===== src/rtl/cache_fill_arbiter.sv =====
// N-channel cache-fill / write-through arbiter in front of one pipelined, fixed-latency memory.
// A fill streams a whole block into the granted channel; a write goes through as a single word.

module cache_fill_lane (
  input  logic sel,
  input  logic fill_hit,
  input  logic last_hit,
  output logic fill_we,
  output logic fill_tag_we
);
  assign fill_we     = sel & fill_hit;
  assign fill_tag_we = sel & last_hit;
endmodule

module cache_fill_arbiter #(
  parameter int CHANNELS        = 2,
  parameter int ADDR_W          = 16,
  parameter int DATA_W          = 16,
  parameter int WORDS_PER_BLOCK = 8,
  parameter int MEM_LATENCY     = 4,
  parameter int RR_MODE         = 0,
  localparam int OFF_W          = $clog2(WORDS_PER_BLOCK)
) (
  input  logic                         clk,
  input  logic                         rst_n,
  input  logic [CHANNELS-1:0]          req_valid,
  input  logic [CHANNELS-1:0]          req_write,
  input  logic [CHANNELS*ADDR_W-1:0]   req_addr,
  input  logic [CHANNELS*DATA_W-1:0]   req_wdata,
  output logic [CHANNELS-1:0]          grant,
  output logic [CHANNELS-1:0]          done,
  output logic [CHANNELS-1:0]          fill_we,
  output logic [CHANNELS-1:0]          fill_tag_we,
  output logic [OFF_W-1:0]             fill_word,
  output logic [DATA_W-1:0]            fill_data,
  output logic                         busy,
  output logic                         mem_en,
  output logic                         mem_wr,
  output logic [ADDR_W-1:0]            mem_addr,
  output logic [DATA_W-1:0]            mem_wdata,
  input  logic [DATA_W-1:0]            mem_rdata,
  input  logic                         mem_valid
);

  localparam int CH_W = (CHANNELS > 1) ? $clog2(CHANNELS) : 1;
  localparam int CW1  = CH_W + 1;
  localparam int OW1  = OFF_W + 1;
  localparam int TAG_W = ADDR_W - OFF_W - 1;
  localparam logic [CH_W:0]    CH_CNT   = CW1'(CHANNELS);
  localparam logic [OFF_W:0]   WPB_CNT  = OW1'(WORDS_PER_BLOCK);
  localparam logic [OFF_W-1:0] LAST_OFF = OFF_W'(WORDS_PER_BLOCK - 1);

  typedef enum logic [1:0] {IDLE, FILL, WRITE, DONE} state_t;

  state_t                               state;
  logic [CH_W-1:0]                      chan;
  logic [CH_W-1:0]                      rr_ptr;
  logic [TAG_W-1:0]                     blk_tag;
  logic [OFF_W:0]                       iss_cnt;
  logic [OFF_W-1:0]                     rcv_cnt;

  logic [CHANNELS-1:0][ADDR_W-1:0]      req_addr_a;
  logic [CHANNELS-1:0][DATA_W-1:0]      req_wdata_a;
  assign req_addr_a  = req_addr;
  assign req_wdata_a = req_wdata;

  // Arbitration: rotate the request vector so the search always starts at bit 0,
  // pick the lowest set bit, then rotate the pick back into channel space.
  logic [CH_W-1:0]       ptr_eff, rot_pick, arb_idx, rr_next;
  logic [2*CHANNELS-1:0] req_dbl;
  logic [CHANNELS-1:0]   req_rot;
  logic [CH_W:0]         arb_sum, nxt_sum;
  logic                  arb_any;

  assign ptr_eff = (RR_MODE != 0) ? rr_ptr : '0;
  assign req_dbl = {req_valid, req_valid} >> ptr_eff;
  assign req_rot = req_dbl[CHANNELS-1:0];
  assign arb_any = |req_valid;

  always_comb begin
    rot_pick = '0;
    for (int i = CHANNELS - 1; i >= 0; i--)
      if (req_rot[i]) rot_pick = CH_W'(i);
  end

  assign arb_sum = {1'b0, rot_pick} + {1'b0, ptr_eff};
  assign arb_idx = (arb_sum >= CH_CNT) ? CH_W'(arb_sum - CH_CNT) : arb_sum[CH_W-1:0];
  assign nxt_sum = {1'b0, arb_idx} + CW1'(1);
  assign rr_next = (nxt_sum >= CH_CNT) ? '0 : nxt_sum[CH_W-1:0];

  // Returns only count while filling; anything else on mem_valid is stale or stray.
  logic fill_hit, last_hit;
  assign fill_hit  = (state == FILL) & mem_valid;
  assign last_hit  = fill_hit & (rcv_cnt == LAST_OFF);
  assign fill_word = fill_hit ? rcv_cnt : '0;
  assign fill_data = fill_hit ? mem_rdata : '0;

  for (genvar g = 0; g < CHANNELS; g++) begin : g_lane
    cache_fill_lane u_lane (
      .sel         (chan == CH_W'(g)),
      .fill_hit    (fill_hit),
      .last_hit    (last_hit),
      .fill_we     (fill_we[g]),
      .fill_tag_we (fill_tag_we[g])
    );
  end

  always_ff @(posedge clk or negedge rst_n) begin
    if (!rst_n) begin
      state     <= IDLE;
      chan      <= '0;
      rr_ptr    <= '0;
      blk_tag   <= '0;
      iss_cnt   <= '0;
      rcv_cnt   <= '0;
      grant     <= '0;
      done      <= '0;
      busy      <= 1'b0;
      mem_en    <= 1'b0;
      mem_wr    <= 1'b0;
      mem_addr  <= '0;
      mem_wdata <= '0;
    end else begin
      done <= '0;
      case (state)
        IDLE: begin
          if (arb_any) begin
            chan    <= arb_idx;
            grant   <= CHANNELS'(1) << arb_idx;
            busy    <= 1'b1;
            mem_en  <= 1'b1;
            blk_tag <= req_addr_a[arb_idx][ADDR_W-1:OFF_W+1];
            rcv_cnt <= '0;
            if (RR_MODE != 0) rr_ptr <= rr_next;
            if (req_write[arb_idx]) begin
              state     <= WRITE;
              mem_wr    <= 1'b1;
              mem_addr  <= req_addr_a[arb_idx];
              mem_wdata <= req_wdata_a[arb_idx];
            end else begin
              // Word 0 goes out on the grant edge; the counter names the next word.
              state     <= FILL;
              mem_wr    <= 1'b0;
              mem_addr  <= {req_addr_a[arb_idx][ADDR_W-1:OFF_W+1], {OW1{1'b0}}};
              mem_wdata <= '0;
              iss_cnt   <= OW1'(1);
            end
          end
        end
        FILL: begin
          if (iss_cnt < WPB_CNT) begin
            mem_addr <= {blk_tag, iss_cnt[OFF_W-1:0], 1'b0};
            iss_cnt  <= iss_cnt + OW1'(1);
          end else begin
            mem_en <= 1'b0;
          end
          if (mem_valid) begin
            if (rcv_cnt == LAST_OFF) begin
              state  <= DONE;
              done   <= grant;
              grant  <= '0;
              mem_en <= 1'b0;
            end else begin
              rcv_cnt <= rcv_cnt + OFF_W'(1);
            end
          end
        end
        WRITE: begin
          state  <= DONE;
          done   <= grant;
          grant  <= '0;
          mem_en <= 1'b0;
          mem_wr <= 1'b0;
        end
        DONE: begin
          state <= IDLE;
          busy  <= 1'b0;
        end
        default: state <= IDLE;
      endcase
    end
  end

endmodule


===== config.mk =====
export PLATFORM = sky130hd
export DESIGN_NAME = cache_fill_arbiter
export DESIGN_NICKNAME = d
export VERILOG_FILES = /design/src/rtl/cache_fill_arbiter.sv
export SDC_FILE = /design/constraint.sdc
export NUM_CORES = 1
export LEC_CHECK = 0
export ABC_AREA = 1
export CORE_MARGIN = 1
export CORE_UTILIZATION = 38
export DETAILED_ROUTE_END_ITERATION = 7
export GPL_ROUTABILITY_DRIVEN = 0
export HOLD_SLACK_MARGIN = 0.03
export PLACE_DENSITY_LB_ADDON = 0.2
export SKIP_CTS_REPAIR_TIMING = 1
export SYNTH_ARGS = -nofsm -noshare
export SYNTH_HDL_FRONTEND = slang
export SYNTH_SLANG_ARGS = --single-unit

===== constraint.sdc =====
create_clock -name clk -period 2.3 [get_ports clk]
set_input_delay 0.345 -clock clk [delete_from_list [all_inputs] [get_ports clk]]
set_output_delay 0.345 -clock clk [all_outputs]
set_load 0.02 [all_outputs]

==> impl_metrics.env, run 1 <==
export IMPL_die_area_um2=9270
export IMPL_grt_pass1_vias=3367
export IMPL_vdd_ir_drop_max_mv=0.406
export IMPL_r2r_slack_ns=0.49
export IMPL_p_leak_nw=3.01
export IMPL_fin_crit_sh_pct=88.7
export IMPL_cts_tree="yes"
export IMPL_worst_pin_slew_ns=0.454
export IMPL_numCtsBuffers=9
export IMPL_clkPwrFrac_pct=13.5
export IMPL_layout_setup_ws_ns=0.259
export IMPL_overflow=0
export IMPL_detail_route_antenna_nets=0
export IMPL_fin_skew_ns=0.0114
export IMPL_cap_violations=0
export IMPL_cts_root_buf="clkbuf_8"
export IMPL_status="complete, no violations"
export IMPL_ys_warn_count=0
export IMPL_p_sw_mw=2.50
export IMPL_cts_buffer_depth=2
export IMPL_worst_path_max_fanout=15
export IMPL_syn_cell_area_um2=3380
export IMPL_n_antenna_cell=0
export IMPL_dp_hpwl_mm=6.61
export IMPL_gr_usage_all_layers_pct=20.5
export IMPL_seq_power_share_pct=31.7
export IMPL_final_cell_mix="nand2_1, clkdlybuf4s50_1, nor2_1"
export IMPL_hp_class="reg -> reg"
export IMPL_cts_sinks=61
export IMPL_port_buffers=148
export IMPL_clock_latency_ns=0.33
export IMPL_slew_headroom_pct=69.7
export IMPL_rsz0062_at_grt="false"
export IMPL_final_area_um2=5190
export IMPL_place_area_um2=4960
export IMPL_critical_path_class="reg -> out"
export IMPL_vias_per_cell=4.61
export IMPL_wl_mm=9.13
export IMPL_synthCells=491
export IMPL_antenna_found_initial=0
export IMPL_synth_seq_cells=61
export IMPL_core_rowCount=34
export IMPL_synth_avg_cell_area_um2=6.88
export IMPL_placeableCoreArea_um2=8680
export IMPL_drv_slew=0
export IMPL_powerDensity_nw_per_um2=1120
export IMPL_dp_slack_ns=0.0879
export IMPL_final_layout_size_suffix_gt1_share_pct=5.28
export IMPL_grt_pass1_wl_mm=14.7
export IMPL_nets=734
export IMPL_ys_seq_area_share_pct=45.2
export IMPL_wire_per_inst_um=12.1
export IMPL_pwr_share_comb_pct=54.8
export IMPL_finalSetupViolCount=0
export IMPL_crit_path_start_kind="flip-flop"
export IMPL_die_y_um=96.3
export IMPL_die_w_um=96.3
export IMPL_ioPinCount=149
export IMPL_initial_utilization_pct=38.9
export IMPL_first_pass_iters=5
export IMPL_htreeDepth=3
export IMPL_max_freq_mhz=490
export IMPL_drcViolationCount=0
export IMPL_critPathRequiredTime_ns=1.96
export IMPL_power_internal_mw=3.30
export IMPL_swShare_pct=43.2
export IMPL_fin_crit_ns=2.04
export IMPL_vias=3469
export IMPL_drtIter0Drc=148
export IMPL_clkSlewWorstSetupHoldPaths_ns=0.06
export IMPL_crit_path_end_kind="output pin"
export IMPL_hold_violations=0
export IMPL_area_delta_synth_final_pct=53.6
export IMPL_final_common_cell="nand2_1"
export IMPL_syn_nets=586
export IMPL_critical_path_arrival_ns=1.70
export IMPL_synth_cell_types=20
export IMPL_grt_max_degree=35
-- state kept, by name, summed over array words and instances, names as in the netlist --
signal / count
busy: 1
done: 2
mem_wdata: 16
blk_tag: 12
mem_en: 1
rcv_cnt: 3
mem_addr: 16
mem_wr: 1
grant: 2
iss_cnt: 4
chan: 1
state: 2
-- kinds of logic after synthesis --
| group | Yosys count | share of synthesized area [%] |
|---|---|---|
| AOI/OAI and AO/OA | 29 | 4.78 |
| buffers and inverters | 72 | 9.78 |
| and+or+nand+nor | 321 | 37.3 |
| DFF | 61 | 45.2 |
| adders and majority gates | 8 | 2.96 |
-- layer usage --
metal	part of all wire (%)	track usage, %
met4	1.2	6.97
met3	6.6	5.45
met2	50	35.0
met1	42	24.9
met5	0	0
-- final cells by class --
cell class	count	area (um2)
Inverter	49	184
Tap cell	108	135
Fill cell	809	3490
Timing Repair Buffer	160	1660
Multi-Input combinational cell	358	1520
Clock inverter	5	27.5
Clock buffer	11	131
Sequential cell	61	1530
-- worst max-delay path, stage by stage (launching register included) --
cell and delay (ns):
dfrtp_1 0.41, inv_1 0.12, ha_1 0.19, nand2_1 0.08, buf_4 0.19, nor2_1 0.12
dlymetal6s2s_1 0.26
-- per-stage QoR --
| step | util, % | total power [mW] | hold slack, ns | setup TNS, ns | instances |
|---|---|---|---|---|---|
| 2_1_floorplan | - | 3.80 | 0.0494 | 0 | 491 |
| 3_3_place_gp | 57.2 | 4.99 | 0.304 | 0 | 735 |
| 3_5_place_dp | 57.2 | 5.06 | 0.322 | 0 | 735 |
| 4_1_cts | 59.0 | 5.87 | -0.0423 | -1.75 | 751 |
| 5_1_grt | 59.8 | 6.34 | 0.505 | 0 | 752 |
| 6_report | 59.8 | 5.80 | 0.478 | 0 | 752 |
-- power groups by stage --
stage | clock network [mW] | registers (mW) | logic, mW
after detailed placement | 0 | 1.84 | 3.21
after floorplan | 0 | 2.17 | 1.63
after global routing | 0.863 | 1.90 | 3.58
after global placement | 0 | 1.84 | 3.15
after CTS | 0.815 | 1.84 | 3.22
final | 0.784 | 1.84 | 3.18
-- path summary, 6_finish.rpt --
kind | startpoint | cells after the start | to
max in group asynchronous | rst_n | 3 | mem_addr[1]
min | mem_addr[12] | 2 | mem_addr[12]
min reg2reg | mem_addr[12] | 2 | mem_addr[12]
max reg2reg | state[1] | 10 | iss_cnt[1]
max | state[1] | 6 | fill_data[0]
min in group asynchronous | rst_n | 2 | mem_addr[7]
-- cell usage after synthesis --
library cell    n  area (um2)
nand2_1       209         785
nor2_1         77         289
dfrtp_1        61        1530
inv_1          46         173
nand3_1        26         130
a31oi_1        12        75.1
o21ai_0        11        55.1
buf_2           9        45.0
ha_1            8         100
a21oi_1         5        25.0
buf_4           5        37.5
buf_6           4        45.0
nand2_2         4        25.0
clkbuf_1        3        11.3
inv_2           3        11.3
buf_1           2        7.51
nand3b_1        2        15.0
nor3_1          2        10.0
nor2_2          1        6.26
o22ai_1         1        6.26
Power figures use the tool's default switching activity.
==> run 2: changes to the inputs <==
--- a/config.mk
+++ b/config.mk
@@ -6,6 +6,7 @@
 export NUM_CORES = 1
 export LEC_CHECK = 0
 export ABC_AREA = 1
+export CORE_ASPECT_RATIO = 0.75
 export CORE_MARGIN = 1
 export CORE_UTILIZATION = 38
 export DETAILED_ROUTE_END_ITERATION = 7
==> constraint.sdc (replaced) <==
create_clock -name clk -period 2.5 [get_ports clk]
set_input_delay 0.375 -clock clk [delete_from_list [all_inputs] [get_ports clk]]
set_output_delay 0.375 -clock clk [all_outputs]
set_load 0.02 [all_outputs]
==> run 2 against run 1 <==
Sequential share of layout area fell by 0.86 points. Largest power group unchanged. Highest routed layer unchanged. Non-clock buffer count did not move. Combinational power fell by 6.9%. Setup slack got worse by 0.13 ns. Via count rose by 2.7%. First-iteration DRC count rose by 8.8%.
==> impl_metrics.env, run 2 (same netlist as run 1, synthesis figures left out) <==
export IMPL_worstSetupStartpoint="rcv_cnt[0]"
export IMPL_numCtsBuffers=9
export IMPL_fin_crit_ns=2.37
export IMPL_slew_headroom_pct=47.1
export IMPL_p_total_mw=6.15
export IMPL_grt_pass1_vias=3494
export IMPL_layout_setup_ws_ns=0.129
export IMPL_crit_path_start_kind="flip-flop"
export IMPL_final_cell_mix="nand2_1, clkdlybuf4s50_1, nor2_1"
export IMPL_die_y_um=83.7
export IMPL_critical_path_class="reg -> out"
export IMPL_powerDensity_nw_per_um2=1150
export IMPL_overflow=0
export IMPL_wl_mm=10.1
export IMPL_cts_buffer_depth=2
export IMPL_grt_pass1_wl_mm=16.7
export IMPL_dp_hpwl_mm=7.16
export IMPL_drtIter0Drc=161
export IMPL_ioPinCount=149
export IMPL_area_delta_synth_final_pct=58.3
export IMPL_cts_sinks=61
export IMPL_antenna_found_initial=0
export IMPL_n_antenna_cell=0
export IMPL_worst_hold_slack_ns=0.221
export IMPL_htreeDepth=3
export IMPL_die_w_um=111
export IMPL_drcViolationCount=0
export IMPL_fin_skew_ns=0.00453
export IMPL_drv_slew=0
export IMPL_placeableCoreArea_um2=8530
export IMPL_vias_per_cell=4.74
export IMPL_top_regs="mem_addr x16, mem_wdata x16, blk_tag x12"
export IMPL_cts_tree="yes"
export IMPL_worst_path_max_fanout=4
export IMPL_final_common_cell="nand2_1"
export IMPL_finalSetupViolCount=0
export IMPL_port_buffers=148
export IMPL_r2r_slack_ns=0.56
export IMPL_rsz0062_at_grt="false"
export IMPL_core_rowCount=29
export IMPL_die_area_um2=9280
export IMPL_clkSlewWorstSetupHoldPaths_ns=0.05
export IMPL_worst_pin_slew_ns=0.793
export IMPL_final_layout_size_suffix_gt1_share_pct=5.59
export IMPL_dp_slack_ns=0.203
export IMPL_wire_per_inst_um=13.4
export IMPL_hp_class="in -> async"
export IMPL_clock_latency_ns=0.32
export IMPL_grt_max_degree=62
export IMPL_hold_violations=0
export IMPL_worstReg2RegStart="state[0]"
export IMPL_critPathRequiredTime_ns=2.12
export IMPL_p_leak_nw=3.05
export IMPL_cts_root_buf="clkbuf_16"
export IMPL_cap_violations=0
export IMPL_status="complete, no violations"
export IMPL_first_pass_iters=4
export IMPL_vdd_ir_drop_max_mv=0.547
export IMPL_tns_ns=0
export IMPL_crit_path_end_kind="output pin"
export IMPL_fin_crit_sh_pct=94.8
export IMPL_critical_path_arrival_ns=2.00
export IMPL_nets=734
export IMPL_vias=3564
export IMPL_detail_route_antenna_nets=0
export IMPL_gr_usage_all_layers_pct=22.3
export IMPL_initial_utilization_pct=39.6
export IMPL_max_freq_mhz=422
-- run 2: cell count changes in the layout (fill, tap and decap cells not counted), moves of 3 or more --
cell       previous run  this run
bufinv_16             0         3
clkinv_2              4         0
buf_12                3         0
buf_4                 8        12
clkbuf_8              9         3
clkbuf_16             0         9
-- run 2: path summary, 6_finish.rpt --
kind | endpoint | depth (start not counted)
max in group asynchronous | mem_addr[3] | 2
setup reg to reg | mem_wdata[5] | 8
hold / removal | rcv_cnt[0] | 2
setup / recovery | fill_tag_we[0] | 5
hold reg to reg | mem_wdata[8] | 2
min in group clk | mem_wdata[8] | 2
-- run 2: critical path: stages, from the launching register on --
cell and delay (ns):
dfrtp_1 0.39, ha_1 0.17, ha_1 0.19, inv_1 0.10, nor3_1 0.20, clkdlybuf4s50_1 0.63
-- run 2: final cells by class --
type	instances	area [um2]
clock buffer	13	270
inverter	49	184
clock inverter	3	90.1
multi-input combinational	358	1520
sequential	61	1530
tap	108	135
timing repair buffer	160	1620
fill	761	3180
-- run 2: routing by layer --
metal	share of wire (%)	global-route usage, %	vias up
met5	0	0	-
met4	1.5	6.42	0
met3	7.7	5.74	15
met2	43	34.4	138
met1	48	30.8	1629
li1	-	-	1782
-- run 2: power breakdown --
| part | internal (mW) | leakage, nW | switching, mW |
|---|---|---|---|
| clock | 1.06 | 0.176 | 0.434 |
| sequential | 1.43 | 0.758 | 0.264 |
| combinational | 1.22 | 2.12 | 1.74 |
-- run 2: stage by stage --
| stage | cells | util (%) | cell area (um2) |
|---|---|---|---|
| 2_1_floorplan | 491 | - | 3380 |
| 3_3_place_gp | 736 | 57.9 | 4930 |
| 3_5_place_dp | 736 | 57.9 | 4930 |
| 4_1_cts | 752 | 62.1 | 5290 |
| 5_1_grt | 752 | 62.7 | 5350 |
| 6_report | 752 | 62.7 | 5350 |
==> run 3: changes to the inputs <==
--- a/config.mk
+++ b/config.mk
@@ -13,7 +13,6 @@
 export GPL_ROUTABILITY_DRIVEN = 0
 export HOLD_SLACK_MARGIN = 0.03
 export PLACE_DENSITY_LB_ADDON = 0.2
-export SKIP_CTS_REPAIR_TIMING = 1
 export SYNTH_ARGS = -nofsm -noshare
 export SYNTH_HDL_FRONTEND = slang
 export SYNTH_SLANG_ARGS = --single-unit
==> results of run 3 <==
The final DEF is identical to that of run 2; final timing and power are the same.
